`config.mk`:
```
export PLATFORM = sky130hd
export DESIGN_NAME = mem_port_arbiter
export DESIGN_NICKNAME = d
export VERILOG_FILES = /design/src/rtl/mem_port_arbiter.sv
export SDC_FILE = /design/constraint.sdc
export NUM_CORES = 1
export LEC_CHECK = 0
export CAP_MARGIN = 20
export CORE_MARGIN = 4
export CORE_UTILIZATION = 39
export CTS_CLUSTER_DIAMETER = 120
export CTS_CLUSTER_SIZE = 16
export DETAILED_ROUTE_END_ITERATION = 16
export PLACE_DENSITY = 0.81
export SLEW_MARGIN = 20
export SYNTH_ARGS = -nofsm -noshare
export SYNTH_HDL_FRONTEND = slang
export SYNTH_SLANG_ARGS = --single-unit
export TNS_END_PERCENT = 1
```
`constraint.sdc`:
```
create_clock -name iClk -period 1.6 [get_ports iClk]
set_input_delay 0.32 -clock iClk [delete_from_list [all_inputs] [get_ports iClk]]
set_output_delay 0.32 -clock iClk [all_outputs]
set_load 0.01 [all_outputs]
```
`src/rtl/mem_port_arbiter.sv`:
```
// mem_port_arbiter
//   Round-robin arbiter between two masters that share one memory port.
//   Master A is the processor memory port and master B is the DMA/debug
//   loader. One access runs at a time. The arbiter waits for iMemRdy, then
//   returns read data to the granted master together with a one-cycle
//   completion pulse.
//
// Optional feature (macro MEM_ARB_TIMEOUT_EN):
//   An access that stays in ACCESS for TIMEOUT_CYCLES cycles without
//   iMemRdy is aborted, and the granted oXErr pulses instead of oXRdy.
//   When the macro is not defined, oAErr and oBErr are tied to 0.
//
// Ports:
//   iClk, iRst                          clock, synchronous active-high reset
//   iXReq/iXWrite/iXAddr/iXData         master X request (X = A, B)
//   oXData/oXRdy/oXErr                  master X read data, done pulse, timeout pulse
//   oMemAddr/oMemData/oMemRead/oMemWrite  memory request
//   iMemData/iMemRdy                    memory read data, completion
module mem_port_arbiter #(
  parameter int unsigned ADDR_W         = 32,
  parameter int unsigned DATA_W         = 32,
  parameter int unsigned TIMEOUT_CYCLES = 255
) (
  input  logic              iClk,
  input  logic              iRst,
  input  logic              iAReq,
  input  logic              iAWrite,
  input  logic [ADDR_W-1:0] iAAddr,
  input  logic [DATA_W-1:0] iAData,
  output logic [DATA_W-1:0] oAData,
  output logic              oARdy,
  output logic              oAErr,
  input  logic              iBReq,
  input  logic              iBWrite,
  input  logic [ADDR_W-1:0] iBAddr,
  input  logic [DATA_W-1:0] iBData,
  output logic [DATA_W-1:0] oBData,
  output logic              oBRdy,
  output logic              oBErr,
  output logic [ADDR_W-1:0] oMemAddr,
  output logic [DATA_W-1:0] oMemData,
  input  logic [DATA_W-1:0] iMemData,
  output logic              oMemRead,
  output logic              oMemWrite,
  input  logic              iMemRdy
);

  typedef enum logic [1:0] {S_IDLE, S_ACCESS, S_DONE} state_t;

  state_t            r_state;
  logic              r_last_b;   // 1 when B held the most recent grant
  logic              r_grant_b;  // owner of the current access
  logic [ADDR_W-1:0] r_mem_addr;
  logic [DATA_W-1:0] r_mem_data;
  logic              r_mem_rd;
  logic              r_mem_wr;
  logic [DATA_W-1:0] r_a_data;
  logic [DATA_W-1:0] r_b_data;
  logic              r_a_rdy;
  logic              r_b_rdy;

  // B wins when it is the only requester, or on a tie when A went last
  logic w_pick_b;
  assign w_pick_b = iBReq && (!iAReq || !r_last_b);

`ifdef MEM_ARB_TIMEOUT_EN
  localparam int unsigned CNT_W = (TIMEOUT_CYCLES > 255) ? 16 : 8;
  logic [CNT_W-1:0] r_cnt;
  logic             r_a_err;
  logic             r_b_err;
  // Counter holds completed ACCESS cycles; this edge ends the last one allowed
  logic             w_timeout;
  assign w_timeout = (r_cnt == CNT_W'(TIMEOUT_CYCLES - 1));
  assign oAErr = r_a_err;
  assign oBErr = r_b_err;
`else
  logic w_unused_cfg;
  assign w_unused_cfg = ^32'(TIMEOUT_CYCLES);
  assign oAErr = 1'b0;
  assign oBErr = 1'b0;
`endif

  // Arbitration FSM with registered outputs
  always_ff @(posedge iClk) begin
    if (iRst) begin
      r_state    <= S_IDLE;
      r_last_b   <= 1'b1;
      r_grant_b  <= 1'b0;
      r_mem_addr <= '0;
      r_mem_data <= '0;
      r_mem_rd   <= 1'b0;
      r_mem_wr   <= 1'b0;
      r_a_data   <= '0;
      r_b_data   <= '0;
      r_a_rdy    <= 1'b0;
      r_b_rdy    <= 1'b0;
`ifdef MEM_ARB_TIMEOUT_EN
      r_cnt      <= '0;
      r_a_err    <= 1'b0;
      r_b_err    <= 1'b0;
`endif
    end else begin
      // Completion pulses last only for the single DONE cycle
      r_a_rdy <= 1'b0;
      r_b_rdy <= 1'b0;
`ifdef MEM_ARB_TIMEOUT_EN
      r_a_err <= 1'b0;
      r_b_err <= 1'b0;
`endif
      case (r_state)
        S_IDLE: begin
          if (iAReq || iBReq) begin
            r_grant_b  <= w_pick_b;
            r_last_b   <= w_pick_b;
            r_mem_addr <= w_pick_b ? iBAddr : iAAddr;
            r_mem_data <= w_pick_b ? iBData : iAData;
            r_mem_rd   <= w_pick_b ? !iBWrite : !iAWrite;
            r_mem_wr   <= w_pick_b ? iBWrite : iAWrite;
`ifdef MEM_ARB_TIMEOUT_EN
            r_cnt      <= '0;
`endif
            r_state    <= S_ACCESS;
          end
        end
        S_ACCESS: begin
          if (iMemRdy) begin
            if (r_mem_rd) begin
              if (r_grant_b) r_b_data <= iMemData;
              else           r_a_data <= iMemData;
            end
            r_b_rdy  <= r_grant_b;
            r_a_rdy  <= !r_grant_b;
            r_mem_rd <= 1'b0;
            r_mem_wr <= 1'b0;
            r_state  <= S_DONE;
          end
`ifdef MEM_ARB_TIMEOUT_EN
          else if (w_timeout) begin
            r_b_err  <= r_grant_b;
            r_a_err  <= !r_grant_b;
            r_mem_rd <= 1'b0;
            r_mem_wr <= 1'b0;
            r_state  <= S_DONE;
          end else begin
            r_cnt <= r_cnt + CNT_W'(1);
          end
`endif
        end
        S_DONE:  r_state <= S_IDLE;
        default: r_state <= S_IDLE;
      endcase
    end
  end

  assign oMemAddr  = r_mem_addr;
  assign oMemData  = r_mem_data;
  assign oMemRead  = r_mem_rd;
  assign oMemWrite = r_mem_wr;
  assign oAData    = r_a_data;
  assign oBData    = r_b_data;
  assign oARdy     = r_a_rdy;
  assign oBRdy     = r_b_rdy;

endmodule

```
==> impl_metrics.json <==
{
  "placedInstanceArea_um2": 8846,
  "stdcell_count": 1090,
  "synth.area.top_cells": "dfxtp_1 50%, mux2i_1 12%, nand2_1 8.9%",
  "yosys.area.top_type": "dfxtp_1",
  "synth_seq_cells": 136,
  "endpoint_kind": "flip-flop",
  "slowest_delay_ns": 0.51,
  "path_common_cell": "buf_12",
  "cts_tree": "yes",
  "hold_slack_ns": 0.2874,
  "ys.flop_type": "dfxtp_1",
  "syn_to_final_growth_pct": 69.29,
  "multi_input_area_um2": 2502,
  "clkLatencyLatePin_ns": 0.41,
  "cp_slowest_cell": "clkdlybuf4s50_1",
  "initial_core_util_pct": 39.63,
  "dpl.hpwl_um": 13050,
  "fin_area_um2": 9275,
  "drcViolationCount": 0,
  "grt_pass1_wl_um": 26820,
  "drive_gt1_share_pct": 10.44,
  "avgSynthCellArea_um2": 9.132,
  "worstPathArrival_ns": 1.81,
  "core_um2": 13830,
  "fin_nets": 1065,
  "regArea_um2": 2723,
  "ys_warn_count": 0,
  "drt-total-wl_um": 17300,
  "place_inst": 1059,
  "grt_usage_pct": 21.12,
  "synth_top_area_share_pct": 49.69,
  "gp_congestion": 0.8118,
  "root_buffer": "clkbuf_16",
  "diodes": 0,
  "fillCellCount": 1160,
  "rsz0062_at_grt": "no",
  "pwr_density_cell_nw_per_um2": 1008,
  "final_common_cell": "clkdlybuf4s50_1",
  "clock_skew_ns": 0.007143,
  "maxCapViolations": 0,
  "worstSetupPathType": "input port to flip-flop",
  "crit_chain": "clkdlybuf4s50_1 > a21boi_4 > buf_12 > buf_12 > mux2i_1 > a211oi_1",
  "cts-htree-levels": 4,
  "r2r_slack_ns": 0.15,
  "vias_per_cell": 4.889,
  "synth_cell_types": 29,
  "first_pass_iters": 5,
  "setup_viol_count_final": 0,
  "outcome": "complete, no violations",
  "mostFrequentLayoutCells": "165 x clkdlybuf4s50_1, 136 x dfxtp_1, 131 x dlygate4sd2_1, 130 x nand2_1, 67 x a21oi_1",
  "finalMaxSlewViolations": 0,
  "cp.required_ns": 1.92,
  "rows": 43,
  "antenna_found_initial": 0,
  "die_y_um": 126.5,
  "grt_start_max_net_pins": 43,
  "fmax_mhz": 668.9,
  "syn_inst": 600,
  "via_count": 5329,
  "hold_buffers": 0,
  "dieArea_um2": 16010,
  "cellLeakagePower_nw": 3.986,
  "fin_crit_ns": 1.495,
  "period_share_pct": 93.43,
  "cts_setup_buffers": 0,
  "cts_buffers": 17,
  "synth_edf_count": 0,
  "syn_area_um2": 5479,
  "drt_iter0_drc": 215,
  "yosysSeqAreaShare_pct": 49.69,
  "clk_pin_slew_ns": 0.06,
  "io_pins": 301,
  "cts_sinks": 136,
  "grt_pass1_vias": 5174,
  "overflow": 0,
  "clockBufferDepth": 2,
  "port_buffers": 298,
  "async_flop_share_pct": 0,
  "hold_path_class": "input port to flip-flop",
  "fp.dieW_um": 126.5,
  "crit_path_start_kind": "input port",
  "vdd.ir_drop.worst_mv": 0.7121,
  "wl_per_cell_um": 15.87,
  "crit_path_max_fanout": 20,
  "postRouteAntennaNets": 0,
  "final_hold_viol_count": 0
}
[kinds of logic (layout without fill, tap and decap cells)]
kind of cell	after synthesis	count (layout)	share of synthesized area, %
AO/OA/AOI/OAI	137	137	18.27
buffers and inverters	52	361	5.092
flip-flops	136	136	49.69
multiplexers	64	64	11.69
other	1	2	0.06844
AND/OR/NAND/NOR	210	210	15.19
[path summary, 6_finish.rpt]
check,start,endpoint,cells past startpoint
min,iRst,r_grant_b$_SDFFE_PP0P_,2
min reg2reg,oBData[12]$_SDFFE_PP0P_,oBData[12]$_SDFFE_PP0P_,2
max reg2reg,r_state[1]$_SDFFE_PP0P_,oMemAddr[31]$_SDFFE_PP0P_,5
max,iAReq,oMemAddr[31]$_SDFFE_PP0P_,6
[registers in the layout, summed over array words and instances (netlist names)]
register   count
oAData        32
oBData        32
oMemAddr      32
oMemData      32
r_state        2
oARdy          1
oBRdy          1
oMemRead       1
oMemWrite      1
r_grant_b      1
r_last_b       1
[cells in the mapped netlist, drive strengths merged, types with 2 or more instances]
cell type / instances
a211oi: 64
a21oi: 67
nand3b: 2
buf: 30
nor2: 67
mux2i: 64
nand3: 3
nand2: 130
clkbuf: 22
dfxtp: 136
[cell type report]
cell class | instances | share of cell area (%)
timing repair buffer | 330 | 34.87
sequential | 136 | 29.35
multi-input combinational | 413 | 26.98
clock buffer | 21 | 5.072
tap | 180 | 2.428
clock inverter | 10 | 1.295
[worst max-delay path: cells and delay by family]
kind            cells  cell delay [ns]
compound gates      2             0.51
mux                 1             0.08
buf+inv             3             0.88
[metrics by stage]
step	power (mW)	utilization, %	setup TNS, ns	setup WS, ns
2_1_floorplan	4.595	-	0	0.2960
3_3_place_gp	5.679	63.98	-19.12	-0.2840
3_5_place_dp	5.705	63.98	-23.97	-0.3471
4_1_cts	9.453	67.06	0	0.002128
5_1_grt	9.742	67.08	0	0.007049
6_report	9.347	67.08	0	0.1051
[power by group]
part,switching [mW],total [mW],internal [mW]
Sequential,0.112,3.72,3.61
Clock,1.47,3.88,2.42
Combinational,0.787,1.74,0.956
Total,2.37,9.35,6.98
[what timing repair did]
action                                 4_1_cts  5_1_grt
endpoints found under the hold margin        0        0
gates resized for setup                    131        1
setup endpoints to repair                  131        2
pin swaps                                    0        1
[per-layer routing]
layer | vias to the layer above | GRT usage [%] | share of wire [%]
met5 | - | 0 | 0
met1 | 2438 | 24.52 | 40
met4 | 0 | 8.770 | 2.2
met2 | 216 | 35.93 | 49
li1 | 2647 | - | -
met3 | 28 | 6.779 | 8.9
Power figures use the tool's default switching activity.
